`config.mk`:
```
export PLATFORM = sky130hd
export DESIGN_NAME = pipelined_cla_adder_flat
export DESIGN_NICKNAME = d
export VERILOG_FILES = /design/src/rtl/pipelined_cla_adder_if.sv /design/src/rtl/pipelined_cla_adder.sv /design/src/flat_wrapper.sv
export SDC_FILE = /design/constraint.sdc
export NUM_CORES = 1
export LEC_CHECK = 0
export CELL_PAD_IN_SITES_DETAIL_PLACEMENT = 0
export CELL_PAD_IN_SITES_GLOBAL_PLACEMENT = 1
export CORE_MARGIN = 3
export CORE_UTILIZATION = 47
export DETAILED_ROUTE_END_ITERATION = 16
export GPL_ROUTABILITY_DRIVEN = 1
export GPL_TIMING_DRIVEN = 0
export HOLD_SLACK_MARGIN = 0.06
export PLACE_DENSITY = 0.85
export SKIP_LAST_GASP = 1
export SLEW_MARGIN = 20
export SYNTH_ARGS = -nofsm -noshare
export SYNTH_HDL_FRONTEND = slang
export SYNTH_SLANG_ARGS = --single-unit
```
`constraint.sdc`:
```
create_clock -name clk -period 3.05 [get_ports clk]
set_input_delay 0.4575 -clock clk [delete_from_list [all_inputs] [get_ports clk]]
set_output_delay 0.4575 -clock clk [all_outputs]
set_load 0.01 [all_outputs]
```
`src/rtl/pipelined_cla_adder_if.sv`:
```
// Operand/result handshake bundle for pipelined_cla_adder.
//   master : operand source and result sink (drives in_valid/A/B/Cin/sub/out_ready)
//   slave  : the adder (drives in_ready/out_valid/Sum/Cout/ovf)
interface pipelined_cla_adder_if #(
    parameter int unsigned WIDTH = 16
);
    logic             in_valid;
    logic             in_ready;
    logic [WIDTH-1:0] A;
    logic [WIDTH-1:0] B;
    logic             Cin;
    logic             sub;
    logic             out_valid;
    logic             out_ready;
    logic [WIDTH-1:0] Sum;
    logic             Cout;
    logic             ovf;

    modport master (
        output in_valid, A, B, Cin, sub, out_ready,
        input  in_ready, out_valid, Sum, Cout, ovf
    );

    modport slave (
        input  in_valid, A, B, Cin, sub, out_ready,
        output in_ready, out_valid, Sum, Cout, ovf
    );
endinterface

```
`src/rtl/pipelined_cla_adder.sv`:
```
// Pipelined carry-lookahead adder/subtractor. WIDTH-bit operands are split into
// BLOCK-bit lookahead groups; one group is resolved per stage and the group carry
// ripples stage to stage. Valid/ready flow control with a global stall.
//   clk, reset : clock and synchronous active-high reset
//   bus        : slave side of pipelined_cla_adder_if (operands in, results out)
module pipelined_cla_adder #(
    parameter int unsigned WIDTH = 16,
    parameter int unsigned BLOCK = 4
) (
    input  logic                    clk,
    input  logic                    reset,
    pipelined_cla_adder_if.slave    bus
);
    localparam int unsigned NUM_BLK = WIDTH / BLOCK;

    if ((WIDTH % BLOCK) != 0 || BLOCK < 2 || BLOCK > 8) begin : g_bad_params
        $error("pipelined_cla_adder: WIDTH must be a multiple of BLOCK, BLOCK in 2..8");
    end

    typedef struct packed {
        logic             cout;   // carry out of the group
        logic             cmsb;   // carry into the group's top bit
        logic [BLOCK-1:0] sum;
    } grp_t;

    // One lookahead group: every carry is a sum-of-products of g/p and cin.
    function automatic grp_t cla_group(input logic [BLOCK-1:0] a,
                                       input logic [BLOCK-1:0] b,
                                       input logic             cin);
        logic [BLOCK-1:0] g;
        logic [BLOCK-1:0] p;
        logic [BLOCK:0]   c;
        logic             prod;
        grp_t             r;
        g    = a & b;
        p    = a ^ b;
        c    = '0;
        c[0] = cin;
        for (int i = 0; i < int'(BLOCK); i++) begin
            prod = 1'b1;
            for (int m = i; m >= 0; m--) begin
                c[i+1] = c[i+1] | (g[m] & prod);
                prod   = prod & p[m];
            end
            c[i+1] = c[i+1] | (prod & cin);
        end
        r.sum  = p ^ c[BLOCK-1:0];
        r.cout = c[BLOCK];
        r.cmsb = c[BLOCK-1];
        return r;
    endfunction

    // Stage k holds: valid, carry into group k, partial sum of groups < k.
    logic             v_q [0:NUM_BLK];
    logic             c_q [0:NUM_BLK];
    logic [WIDTH-1:0] s_q [0:NUM_BLK];
    logic [WIDTH-1:0] a_q [0:NUM_BLK-1];
    logic [WIDTH-1:0] b_q [0:NUM_BLK-1];
    logic             ovf_q;
    grp_t             grp [1:NUM_BLK];
    logic             stall;
    logic             advance;

    assign stall   = v_q[NUM_BLK] & ~bus.out_ready;
    assign advance = ~stall;

    // Group k-1 is resolved in the logic feeding stage k.
    always_comb begin
        for (int k = 1; k <= int'(NUM_BLK); k++) begin
            grp[k] = cla_group(a_q[k-1][(k-1)*BLOCK +: BLOCK],
                               b_q[k-1][(k-1)*BLOCK +: BLOCK],
                               c_q[k-1]);
        end
    end

    // Pipeline registers; data of a stage only moves when a valid op enters it,
    // so outputs hold their last result across bubbles.
    always_ff @(posedge clk) begin
        if (reset) begin
            for (int k = 0; k <= int'(NUM_BLK); k++) begin
                v_q[k] <= 1'b0;
                c_q[k] <= 1'b0;
                s_q[k] <= '0;
            end
            for (int k = 0; k < int'(NUM_BLK); k++) begin
                a_q[k] <= '0;
                b_q[k] <= '0;
            end
            ovf_q <= 1'b0;
        end else if (advance) begin
            v_q[0] <= bus.in_valid;
            if (bus.in_valid) begin
                a_q[0] <= bus.A;
                b_q[0] <= bus.sub ? ~bus.B : bus.B;
                c_q[0] <= bus.sub | bus.Cin;
                s_q[0] <= '0;
            end
            for (int k = 1; k <= int'(NUM_BLK); k++) begin
                v_q[k] <= v_q[k-1];
                if (v_q[k-1]) begin
                    c_q[k] <= grp[k].cout;
                    s_q[k] <= s_q[k-1];
                    s_q[k][(k-1)*BLOCK +: BLOCK] <= grp[k].sum;
                end
            end
            for (int k = 1; k < int'(NUM_BLK); k++) begin
                if (v_q[k-1]) begin
                    a_q[k] <= a_q[k-1];
                    b_q[k] <= b_q[k-1];
                end
            end
            if (v_q[NUM_BLK-1]) begin
                ovf_q <= grp[NUM_BLK].cmsb ^ grp[NUM_BLK].cout;
            end
        end
    end

    assign bus.in_ready  = advance;
    assign bus.out_valid = v_q[NUM_BLK];
    assign bus.Sum       = s_q[NUM_BLK];
    assign bus.Cout      = c_q[NUM_BLK];
    assign bus.ovf       = ovf_q;
endmodule

```
`src/flat_wrapper.sv`:
```
// flat-port wrapper written by rule: the top's interface ports become plain ports
module pipelined_cla_adder_flat 
#(
    parameter int unsigned WIDTH = 16,
    parameter int unsigned BLOCK = 4
)
  (clk, reset, bus_in_valid, bus_A, bus_B, bus_Cin, bus_sub, bus_out_ready, bus_in_ready, bus_out_valid, bus_Sum, bus_Cout, bus_ovf);
  pipelined_cla_adder_if #(.WIDTH(WIDTH)) bus_i ();
  input  logic clk;
  input  logic reset;
  input wire logic [$bits(bus_i.in_valid)-1:0] bus_in_valid;
  input wire logic [$bits(bus_i.A)-1:0] bus_A;
  input wire logic [$bits(bus_i.B)-1:0] bus_B;
  input wire logic [$bits(bus_i.Cin)-1:0] bus_Cin;
  input wire logic [$bits(bus_i.sub)-1:0] bus_sub;
  input wire logic [$bits(bus_i.out_ready)-1:0] bus_out_ready;
  output wire logic [$bits(bus_i.in_ready)-1:0] bus_in_ready;
  output wire logic [$bits(bus_i.out_valid)-1:0] bus_out_valid;
  output wire logic [$bits(bus_i.Sum)-1:0] bus_Sum;
  output wire logic [$bits(bus_i.Cout)-1:0] bus_Cout;
  output wire logic [$bits(bus_i.ovf)-1:0] bus_ovf;
  assign bus_i.in_valid = bus_in_valid;
  assign bus_i.A = bus_A;
  assign bus_i.B = bus_B;
  assign bus_i.Cin = bus_Cin;
  assign bus_i.sub = bus_sub;
  assign bus_i.out_ready = bus_out_ready;
  assign bus_in_ready = bus_i.in_ready;
  assign bus_out_valid = bus_i.out_valid;
  assign bus_Sum = bus_i.Sum;
  assign bus_Cout = bus_i.Cout;
  assign bus_ovf = bus_i.ovf;
  pipelined_cla_adder #(.WIDTH(WIDTH), .BLOCK(BLOCK)) u_core (.clk(clk), .reset(reset), .bus(bus_i));
endmodule
```
* Word-level counts from Yosys, hierarchy flattened *
Memory sizes are Yosys's and may differ from the RTL's.
Index checks and enable logic that the tools add are counted.

word-level totals
  register bits after elaboration = 1
  bits in writable memories = 218
  bits of input ports = 38
  output and inout port bits = 20
  logic and storage cells = 209
  memories = 5

memory list
  name        words  width  read ports  clocked after Yosys merged registers in  write ports  line                       text
  u_core.s_q  5      16     5           0                                        5            pipelined_cla_adder.sv:56  logic [WIDTH-1:0] s_q [0:NUM_BLK];
  u_core.a_q  4      16     4           0                                        4            pipelined_cla_adder.sv:57  logic [WIDTH-1:0] a_q [0:NUM_BLK-1];
  u_core.b_q  4      16     4           0                                        4            pipelined_cla_adder.sv:58  logic [WIDTH-1:0] b_q [0:NUM_BLK-1];
  u_core.c_q  5      1      5           0                                        5            pipelined_cla_adder.sv:55  logic c_q [0:NUM_BLK];
  u_core.v_q  5      1      5           0                                        5            pipelined_cla_adder.sv:54  logic v_q [0:NUM_BLK];

cells by class
  multiplexer cells = 53
  bitwise logic cells = 149
  reductions and logical operators = 1

operators with widths
  operator          number
  $mux 16           14
  $or 1x1->1        68
  $and 1x1->1       65
  $mux 1            35
  $xor 4x4->4       8
  $and 4x4->4       4
  $mux 4            4
  $not 16->16       1
  $not 1->1         2
  $reduce_and 2->1  1
  $xor 1x1->1       1

* Logic depth before layout (Yosys ltp) *
  depth in word-level cells = 7
  depth in mapped cells = 8
  depth with buffers taken out = 5

* Worst setup path before layout *
Ideal clock, no wire load.

  path type = input -> register
  from = in bus_out_ready
  to = mem u_core.a_q[0][0] (enable)
  library setup time = 0.394 ns
  data arrival time = 2.030 ns
  data required time = 2.656 ns
  path slack = 0.626 ns
  cell stages on the path = 7
  path buffers = 3
  path through = nand2b_1 -> buf_2 -> nor2b_1 -> buf_2 -> buf_4 -> nand2_2 -> nand2b_1

RTL lines
  item                line                       text
  start: declaration  flat_wrapper.sv:16         input wire logic [$bits(bus_i.out_ready)-1:0] bus_out_ready;
  end: declaration    pipelined_cla_adder.sv:57

==> results.toml <==
[outcome]
outcome = "finished, final reports clean"

[layout]
finalNonFillerCells = 621
area_growth_pct = 23.15
fin_nets = 523
utilization = 0.6015
nFillCells = 916
antennaDiodeCount = 0
drive_gt1_frac = 0.1130

[sta]
worstMarginPinSlew_ns = 0.8335
slew_viol_final = 0
period_minus_slack_ns = 2.472
setup_viol = 0
period_share = 0.8103
hold_violations = 0
max_freq_ghz = 0.4046
rsz0062_at_grt = "no"
fin_skew_ns = 0.01361
fin_ws_ns = 0.5785
max-slew-margin-rel = 0.4444
fin_hold_ws_ns = 0.5158

[global_routing]
gr-total-overflow = 0
antenna_found_initial = 0
grt_max_degree = 33
grt_pass1_vias = 3050
grt_usage = 0.1417
grt_pass1_wl_um = 14370

[pwr]
power_density_nw_per_um2 = 633.8
p_int_mw = 3.476
ir_drop_v = 0.0003882
p_sw_frac = 0.2116
p_total_mw = 4.409
p_comb_frac = 0.079
p_switching_mw = 0.9331
power_frac_seq = 0.487
leakagePower_nw = 2.872
p_clk_frac = 0.433

[drt]
viasPerCell = 4.879
drtPass1Iterations = 5
drtAntennaViolNets = 0
num_vias = 3030
wirelength_um = 8609
wl_per_cell_um = 13.86
drt-initial-drc-count = 195
remaining_drc_errors = 0

[logic_synthesis]
netlist_instances = 390
yosysSeqAreaShare = 0.6946
ys_ff_latch = 131
synth_area_leaders = "edfxtp_1, and3_1, ha_1"
ys_warn_count = 0
ys_top_cells_by_count = "edfxtp_1, and3_1, nor2_1, xnor2_1, inv_1"
synth.most_common_cell = "edfxtp_1"
synth_area_um2 = 5649
synthDistinctLibCells = 32
synth_top_area_frac = 0.6910
synth_edf_count = 130
yosys_most_used_dff = "edfxtp_1"
syn-num-nets = 448
synth_top_area_cell = "edfxtp_1"
syn_avg_cell_area_um2 = 14.49
postSynth.asyncResetShare = 0

[floorplan]
rows = 39
die_area_um2 = 13370
core_um2 = 11560
initial_core_util = 0.4885
io_pins = 58
die_x_um = 115.6
die_h_um = 115.6

[setup_path]
ff2ff_path_depth = 7
startpoint_type = "input port"
cp_max_fo = 32
required_ns = 3.09
timing.rr.start = "u_core.v_q[0][4]"
crit_arrival_ns = 2.51
worstSetupEndpointType = "flip-flop"
worstSetupPathType = "input port to flip-flop"
r2r_slack_ns = 0.71
timing.rr.end = "u_core.a_q[0][12]"

[place]
pre_cts_ws_ns = 0.1443
place_inst = 589
place_congestion = 0.7947
dp_hpwl_um = 6223
port_buffers = 56

[clock_network]
cts_num_sinks = 131
numCtsBuffers = 17
cts_resized = 0
cts_tree = "done"
cts_max_level = 4
cts_setup_buffers = 0
root_buffer = "clkbuf_16"
clock_latency_ns = 0.41
clkTransAtPathRegs_ns = 0.05
cts_hold_buf = 0
cts.path.max_buffers = 2

[min_path]
holdPathStages = 1
min_from = "u_core.s_q[2][0]"
min_path_type = "flip-flop to flip-flop"
hold_end = "u_core.s_q[3][0]"

[run]
max-cap-violations = 0
[metal layers]
layer | GRT usage | wire (µm) | up-vias
met5 | 0 | 0 | -
met4 | 0.07193 | 112 | 0
met3 | 0.03499 | 468 | 9
met2 | 0.2400 | 4385 | 78
met1 | 0.1692 | 3642 | 1377
li1 | - | - | 1566
[sequential cells by signal, summed over array words and instances, names as in the netlist]
| register | count |
|---|---|
| u_core.a_q | 40 |
| u_core.b_q | 40 |
| u_core.bus.ovf | 1 |
| u_core.c_q | 5 |
| u_core.s_q | 40 |
| u_core.v_q | 5 |
[cell families (layout without fill, tap and decap cells)]
logic type | count (synthesis) | count (layout) | share of synthesized area
AND/OR/NAND/NOR | 145 | 145 | 0.1491
flip-flops | 131 | 131 | 0.6946
buffers and inverters | 37 | 125 | 0.02946
AO/OA/AOI/OAI | 32 | 32 | 0.03832
XOR/XNOR | 24 | 24 | 0.03721
adder cells (fa/ha/maj) | 20 | 20 | 0.04961
multiplexers | 1 | 1 | 0.001772
[power groups by stage]
stage | Sequential [mW] | Combinational [mW] | Clock [mW]
floorplan | 2.18 | 0.216 | 0
global placement | 2.18 | 0.341 | 0
detailed placement | 2.19 | 0.353 | 0
CTS | 2.15 | 0.356 | 1.95
global route | 2.16 | 0.392 | 2.03
finish | 2.15 | 0.349 | 1.91
[per-stage QoR]
stage	setup TNS, ns	cell area, µm²
floorplan	0	5649
global placement	-7.400	6389
detailed placement	0	6391
CTS	0	6957
global route	0	6957
finish	0	6957
[how the worst max path moves through the flow]
| stage | from | to | slack, ns | depth (start not counted) |
|---|---|---|---|---|
| 2_1_floorplan | bus_out_ready | u_core.a_q[0][0] | 0.63 | 7 |
| 3_3_place_gp | bus_out_ready | u_core.a_q[0][11] | -0.23 | 8 |
| 3_5_place_dp | bus_out_ready | u_core.a_q[0][12] | 0.14 | 8 |
| 4_1_cts | bus_out_ready | u_core.a_q[0][12] | 0.57 | 8 |
| 5_1_grt | bus_out_ready | u_core.a_q[2][13] | 0.39 | 8 |
| 6_report | bus_out_ready | u_core.a_q[0][12] | 0.58 | 8 |
[critical path: stages]
cell	delay [ns]
clkdlybuf4s50_1	0.45
nand2b_1	0.09
buf_2	0.20
nor2b_1	0.15
buf_2	0.20
buf_4	0.21
nand2_2	0.16
nand2b_2	0.58
[layout by cell type, fill, tap and decap left out, types with 2 or more instances in the layout]
cell,netlist,routed
clkbuf_16,0,17
nor2_1,33,33
clkbuf_1,13,13
ha_1,16,16
and2_4,10,10
nor3_1,4,4
nor2b_1,5,5
clkinvlp_4,0,2
nand2b_1,7,6
fa_1,4,4
o21a_1,2,2
a211oi_1,8,8
bufinv_16,0,2
xnor2_1,20,20
inv_6,0,2
clkdlybuf4s50_1,0,56
a21oi_1,5,5
xor2_1,4,4
clkinv_4,0,2
and3_1,59,59
clkinv_2,0,3
nand2_1,4,4
and3_2,5,5
edfxtp_1,130,130
inv_1,17,17
or2_2,2,2
a21o_1,8,8
clkinv_1,0,4
o21bai_1,4,4
and2_1,14,14
buf_2,4,4
o21ai_0,4,4
[cell type report]
cell class	count	area, µm²	area share
Inverter	17	63.81	0.009173
Multi-Input combinational cell	222	1562	0.2245
Timing Repair Buffer	56	560.5	0.08058
Sequential cell	131	3924	0.5640
Buffer	20	102.6	0.01475
Clock inverter	15	140.1	0.02014
Tap cell	143	178.9	0.02572
Clock buffer	17	425.4	0.06115
No activity file was read; power rests on OpenSTA's default activity.
